<file path="config.mk">
export PLATFORM = sky130hd
export DESIGN_NAME = wb_mailbox_flat
export DESIGN_NICKNAME = d
export VERILOG_FILES = /design/src/rtl/wb_mailbox_if.sv /design/src/rtl/wb_mailbox.sv /design/src/flat_wrapper.sv
export SDC_FILE = /design/constraint.sdc
export NUM_CORES = 1
export LEC_CHECK = 0
export ABC_AREA = 1
export CORE_MARGIN = 5
export CORE_UTILIZATION = 55
export CTS_CLUSTER_DIAMETER = 40
export DETAILED_ROUTE_END_ITERATION = 12
export PLACE_DENSITY = 0.81
export SKIP_CTS_REPAIR_TIMING = 1
export SLEW_MARGIN = 20
export SYNTH_ARGS = -nofsm -noshare
export SYNTH_HDL_FRONTEND = slang
export SYNTH_SLANG_ARGS = --single-unit
</file>
<file path="constraint.sdc">
create_clock -name clk -period 8.6 [get_ports clk]
set_clock_uncertainty 0.05 [all_clocks]
set_input_delay 2.58 -clock clk [delete_from_list [all_inputs] [get_ports clk]]
set_output_delay 2.58 -clock clk [all_outputs]
set_load 0.01 [all_outputs]
</file>
<file path="src/rtl/wb_mailbox_if.sv">
// Pipelined Wishbone request/response bundle for one wb_mailbox port.
// The initiator drives the request fields; the mailbox drives stall, ack and read data.
interface wb_mailbox_if #(
  parameter int unsigned AW = 8,
  parameter int unsigned DW = 32
);
  logic          cyc;
  logic          stb;
  logic          we;
  logic [AW-1:0] addr;
  logic [DW-1:0] wdata;
  logic [3:0]    sel;
  logic          stall;
  logic          ack;
  logic [DW-1:0] rdata;

  modport master (
    output cyc, stb, we, addr, wdata, sel,
    input  stall, ack, rdata
  );

  modport slave (
    input  cyc, stb, we, addr, wdata, sel,
    output stall, ack, rdata
  );
endinterface

</file>
<file path="src/rtl/wb_mailbox.sv">
// Pipelined Wishbone mailbox: port A pushes words into a shared FIFO, port B pops them.
// Both ports also see STATUS, CTRL (flush) and a resettable high-water mark.
module wb_mailbox #(
  parameter int unsigned DEPTH = 16,
  parameter int unsigned DW    = 32,
  parameter int unsigned AW    = 8
) (
  input logic         clk,
  input logic         rst,
  wb_mailbox_if.slave a,
  wb_mailbox_if.slave b
);
  localparam int unsigned PW = $clog2(DEPTH);
  localparam int unsigned CW = PW + 1;

  localparam logic [AW-1:0] AddrData   = AW'(0);
  localparam logic [AW-1:0] AddrStatus = AW'(1);
  localparam logic [AW-1:0] AddrCtrl   = AW'(2);
  localparam logic [AW-1:0] AddrHwm    = AW'(3);

  logic [DW-1:0] mem_q [DEPTH];
  logic [PW-1:0] wptr_q, wptr_d, rptr_q, rptr_d;
  logic [CW-1:0] count_q, count_d, hwm_q, hwm_d;
  logic          a_ack_q, b_ack_q;
  logic [DW-1:0] a_rdata_q, b_rdata_q, a_rd, b_rd;
  logic [DW-1:0] push_data, status;
  logic          full, empty, a_acc, b_acc, push, pop, flush, hwm_clr;
  logic          unused_bits;

  assign full  = (count_q == CW'(DEPTH));
  assign empty = (count_q == '0);

  // Stall looks only at registered occupancy, so a same-cycle push never unblocks a pop.
  assign a.stall = a.stb & a.we & (a.addr == AddrData) & full;
  assign b.stall = b.stb & ~b.we & (b.addr == AddrData) & empty;

  assign a_acc = a.cyc & a.stb & ~a.stall;
  assign b_acc = b.cyc & b.stb & ~b.stall;

  assign push    = a_acc & a.we & (a.addr == AddrData);
  assign pop     = b_acc & ~b.we & (b.addr == AddrData);
  assign flush   = (a_acc & a.we & (a.addr == AddrCtrl) & a.wdata[0]) |
                   (b_acc & b.we & (b.addr == AddrCtrl) & b.wdata[0]);
  assign hwm_clr = (a_acc & a.we & (a.addr == AddrHwm)) |
                   (b_acc & b.we & (b.addr == AddrHwm));

  assign status      = {full, empty, 21'd0, 9'(count_q)};
  assign unused_bits = ^{b.sel, b.wdata[DW-1:1]};

  always_comb begin
    push_data = '0;
    for (int i = 0; i < DW / 8; i++) begin
      push_data[8*i +: 8] = a.sel[i] ? a.wdata[8*i +: 8] : 8'h00;
    end
  end

  always_comb begin
    a_rd = '0;
    if (!a.we) begin
      case (a.addr)
        AddrStatus: a_rd = status;
        AddrHwm:    a_rd = DW'(hwm_q);
        default:    a_rd = '0;
      endcase
    end
  end

  always_comb begin
    b_rd = '0;
    if (!b.we) begin
      case (b.addr)
        AddrData:   b_rd = mem_q[rptr_q];
        AddrStatus: b_rd = status;
        AddrHwm:    b_rd = DW'(hwm_q);
        default:    b_rd = '0;
      endcase
    end
  end

  // Flush wins over a concurrent push; a concurrent pop has already sampled the old head.
  always_comb begin
    wptr_d  = wptr_q;
    rptr_d  = rptr_q;
    count_d = count_q;
    if (flush) begin
      wptr_d  = '0;
      rptr_d  = '0;
      count_d = '0;
    end else begin
      if (push) wptr_d = wptr_q + PW'(1);
      if (pop)  rptr_d = rptr_q + PW'(1);
      count_d = count_q + CW'(push) - CW'(pop);
    end
    if (hwm_clr || (count_d > hwm_q)) hwm_d = count_d;
    else                              hwm_d = hwm_q;
  end

  always_ff @(posedge clk) begin
    if (push && !flush) mem_q[wptr_q] <= push_data;
  end

  always_ff @(posedge clk or negedge rst) begin
    if (!rst) begin
      wptr_q    <= '0;
      rptr_q    <= '0;
      count_q   <= '0;
      hwm_q     <= '0;
      a_ack_q   <= 1'b0;
      b_ack_q   <= 1'b0;
      a_rdata_q <= '0;
      b_rdata_q <= '0;
    end else begin
      wptr_q  <= wptr_d;
      rptr_q  <= rptr_d;
      count_q <= count_d;
      hwm_q   <= hwm_d;
      a_ack_q <= a_acc;
      b_ack_q <= b_acc;
      if (a_acc) a_rdata_q <= a_rd;
      if (b_acc) b_rdata_q <= b_rd;
    end
  end

  // Dropping CYC aborts the response but not the side effect already taken.
  assign a.ack   = a_ack_q & a.cyc;
  assign b.ack   = b_ack_q & b.cyc;
  assign a.rdata = a_rdata_q;
  assign b.rdata = b_rdata_q;
endmodule

</file>
<file path="src/flat_wrapper.sv">
// flat-port wrapper written by rule: the top's interface ports become plain ports
module wb_mailbox_flat 
#(
  parameter int unsigned DEPTH = 16,
  parameter int unsigned DW    = 32,
  parameter int unsigned AW    = 8
)
  (clk, rst, a_cyc, a_stb, a_we, a_addr, a_wdata, a_sel, a_stall, a_ack, a_rdata, b_cyc, b_stb, b_we, b_addr, b_wdata, b_sel, b_stall, b_ack, b_rdata);
  wb_mailbox_if #(.AW(AW), .DW(DW)) a_i ();
  wb_mailbox_if #(.AW(AW), .DW(DW)) b_i ();
  input logic clk;
  input logic rst;
  input wire logic [$bits(a_i.cyc)-1:0] a_cyc;
  input wire logic [$bits(a_i.stb)-1:0] a_stb;
  input wire logic [$bits(a_i.we)-1:0] a_we;
  input wire logic [$bits(a_i.addr)-1:0] a_addr;
  input wire logic [$bits(a_i.wdata)-1:0] a_wdata;
  input wire logic [$bits(a_i.sel)-1:0] a_sel;
  output wire logic [$bits(a_i.stall)-1:0] a_stall;
  output wire logic [$bits(a_i.ack)-1:0] a_ack;
  output wire logic [$bits(a_i.rdata)-1:0] a_rdata;
  input wire logic [$bits(b_i.cyc)-1:0] b_cyc;
  input wire logic [$bits(b_i.stb)-1:0] b_stb;
  input wire logic [$bits(b_i.we)-1:0] b_we;
  input wire logic [$bits(b_i.addr)-1:0] b_addr;
  input wire logic [$bits(b_i.wdata)-1:0] b_wdata;
  input wire logic [$bits(b_i.sel)-1:0] b_sel;
  output wire logic [$bits(b_i.stall)-1:0] b_stall;
  output wire logic [$bits(b_i.ack)-1:0] b_ack;
  output wire logic [$bits(b_i.rdata)-1:0] b_rdata;
  assign a_i.cyc = a_cyc;
  assign a_i.stb = a_stb;
  assign a_i.we = a_we;
  assign a_i.addr = a_addr;
  assign a_i.wdata = a_wdata;
  assign a_i.sel = a_sel;
  assign a_stall = a_i.stall;
  assign a_ack = a_i.ack;
  assign a_rdata = a_i.rdata;
  assign b_i.cyc = b_cyc;
  assign b_i.stb = b_stb;
  assign b_i.we = b_we;
  assign b_i.addr = b_addr;
  assign b_i.wdata = b_wdata;
  assign b_i.sel = b_sel;
  assign b_stall = b_i.stall;
  assign b_ack = b_i.ack;
  assign b_rdata = b_i.rdata;
  wb_mailbox #(.DEPTH(DEPTH), .DW(DW), .AW(AW)) u_core (.clk(clk), .rst(rst), .a(a_i), .b(b_i));
endmodule
</file>
==> results.cfg <==
[detailed_routing]
ant_nets = 0
drt_iter0_drc = 2009
vias = 16197
post_drt_wl_per_cell_um = 21.74
wl_um = 60480
drc = 0
via_per_inst = 5.822
firstDrtPassIters = 7

[grt]
grt_max_degree = 126
grt_pass1_vias = 15885
grt_pass1_wl_um = 90690
track_usage_pct = 25.01
gr-total-overflow = 0
antenna_found_initial = 0

[logic_synthesis]
yosys.area.top_type = edfxtp_1
synth_seq_cells = 571
synth_seq_area_share_pct = 70.85
ys_types = 37
synth.avg_cell_area_um2 = 11.55
synth_top_cell_area_share_pct = 64.65
yosysMostFrequentCell = edfxtp_1
yosys_most_used_dff = edfxtp_1
synth_cells = 2059
syn_area_um2 = 23780
yosys-top-cells-count = edfxtp_1, nand2_1, nor2_1
synthArstFlopShare_pct = 10.33
ys_warn_count = 0
synth_edf_count = 512
synth.area.top_cells = edfxtp_1, nand2_1, dfrtp_1

[clock_tree]
clock-sinks = 571
cts-htree-levels = 2
clock_latency_ns = 0.62
clockRootBuffer = clkbuf_16
clkSlewWorstSetupHoldPaths_ns = 0.06
cts_buffer_depth = 3
cts_tree = built
cts_buffers = 61

[sta]
timing.setup.tns_ns = 0
holdWs_ns = 0.4256
period_needed_ns = 7.392
hold_viol_final = 0
rsz0062_at_grt = no
maxSlewViolCount = 0
maxSlewHeadroom_pct = 25.91
setup_viol_count_final = 0
tightestPinTransition_ns = 1.111
period_share_pct = 85.96
fmax_mhz = 135.3

[placement]
globalplace.congestion = 0.8602
hpwl_um = 31500
port_buffers = 103
dp_cells = 2666

[run_status]
status = complete, no violations

[pwr]
ir_drop_mv = 0.1903
p_leak_nw = 10.13
p_per_area_nw_per_um2 = 225.6

[floorplanning]
rows = 76
die-area_um2 = 47500
start_util_pct = 55.46
ios = 164
die_width_um = 217.9
coreArea_um2 = 42890
die_h_um = 217.9

[final_layout]
nets = 2259
synthToLayoutAreaGrowth_pct = 14.80
instances_no_fill = 2782
drive_above_1_share_pct = 7.965
num_antenna_cells = 0

[setup_path]
worst_setup_path_start_kind = input port
crit_type = in2out
cp.arrival_ns = 4.76
worst_ep_required_time_ns = 5.97
startpoint = b_addr[3]
cp-end-kind = output pin
reg2reg_from = u_core.count_q[2]
critPathMaxFanout = 11

[min_path]
min_from = u_core.b.rdata[27]
min_path_type = reg2reg

[job]
max_cap_violations = 0
-- worst max-delay path, cell delays in order --
cell and delay [ns]:
clkdlybuf4s50_1 0.44, nor2_2 0.21, nand2_1 0.09, nor2_2 0.52, nand3_1 0.26, inv_1 0.12
clkdlybuf4s50_1 0.54
-- metal layers --
metal | wire (µm) | GRT usage, %
met1 | 23050 | 34.59
met2 | 28630 | 40.65
met4 | 2109 | 9.629
met5 | 0 | 0
met3 | 6693 | 3.748
-- worst paths after layout --
| path | end | cells past startpoint | slack [ns] |
|---|---|---|---|
| max in group asynchronous | u_core.rptr_q[0] | 1 | 5.76 |
| max | b_stall | 7 | 1.21 |
| min | u_core.b.rdata[27] | 2 | 0.43 |
| min in group asynchronous | u_core.a.rdata[0] | 1 | 2.05 |
| min reg2reg | u_core.b.rdata[27] | 2 | 0.43 |
| max reg2reg | u_core.hwm_q[2] | 28 | 4.01 |
-- kinds of logic after synthesis --
| group | share of synthesized area, % |
|---|---|
| other | 0.01577 |
| xor gates and xnor gates | 0.1473 |
| DFF | 70.85 |
| adders and majority gates | 0.9259 |
| AOI/OAI and AO/OA | 7.292 |
| buffers and inverters | 5.114 |
| and+or+nand+nor | 15.65 |
-- report_power, final --
part           internal [mW]  switching (mW)
clock                   1.51            1.09
sequential              3.05          0.0274
combinational          0.169           0.307
-- metrics by stage --
| stage | worst slack, ns | area (µm²) | power (mW) | utilization [%] |
|---|---|---|---|---|
| 5_1_grt | 1.018 | 27300 | 6.367 | 63.66 |
| 4_1_cts | 1.215 | 27250 | 6.178 | 63.54 |
| 2_1_floorplan | 2.640 | 23870 | 3.477 | - |
| 3_5_place_dp | 0.9412 | 25220 | 3.601 | 58.81 |
| 6_report | 1.208 | 27300 | 6.159 | 63.66 |
| 3_3_place_gp | 1.091 | 25220 | 3.581 | 58.81 |
-- state kept, by name, summed over array words and instances (netlist names) --
signal          flops
u_core.wptr_q       4
u_core.a_ack_q      1
u_core.b.rdata     32
u_core.mem_q      512
u_core.a.rdata      7
u_core.rptr_q       4
u_core.hwm_q        5
u_core.count_q      5
u_core.b_ack_q      1
-- placed cells by master, fill, tap and decap left out, types with 4 or more instances in the layout --
master	instances
clkinv_4	8
a31oi_1	14
clkdlybuf4s50_1	102
nor2_2	8
a21oi_1	49
dfrtp_1	57
inv_2	4
ha_1	16
o22ai_1	24
clkbuf_1	10
nor2_1	206
bufinv_16	5
o21ai_1	27
edfxtp_1	512
conb_1	25
o211ai_1	36
o21ai_0	157
nor3_1	4
nand2_1	486
inv_1	117
clkbuf_16	63
clkinvlp_4	6
nand2_2	4
o21bai_1	6
clkinv_2	9
inv_6	4
clkinv_1	6
nand4_1	24
buf_4	29
nand3_1	136
nor2_4	19
-- cell type report --
cell class              count  area (µm²)
multi-input cells        1256        5926
repair buffers            134        1297
clock inverters            41       414.1
clock buffers              73        1614
well taps                 585       732.0
inverters                 122       462.9
flip-flops and latches    571       16860
fillers                  2986       15580
Power figures use the tool's default switching activity.
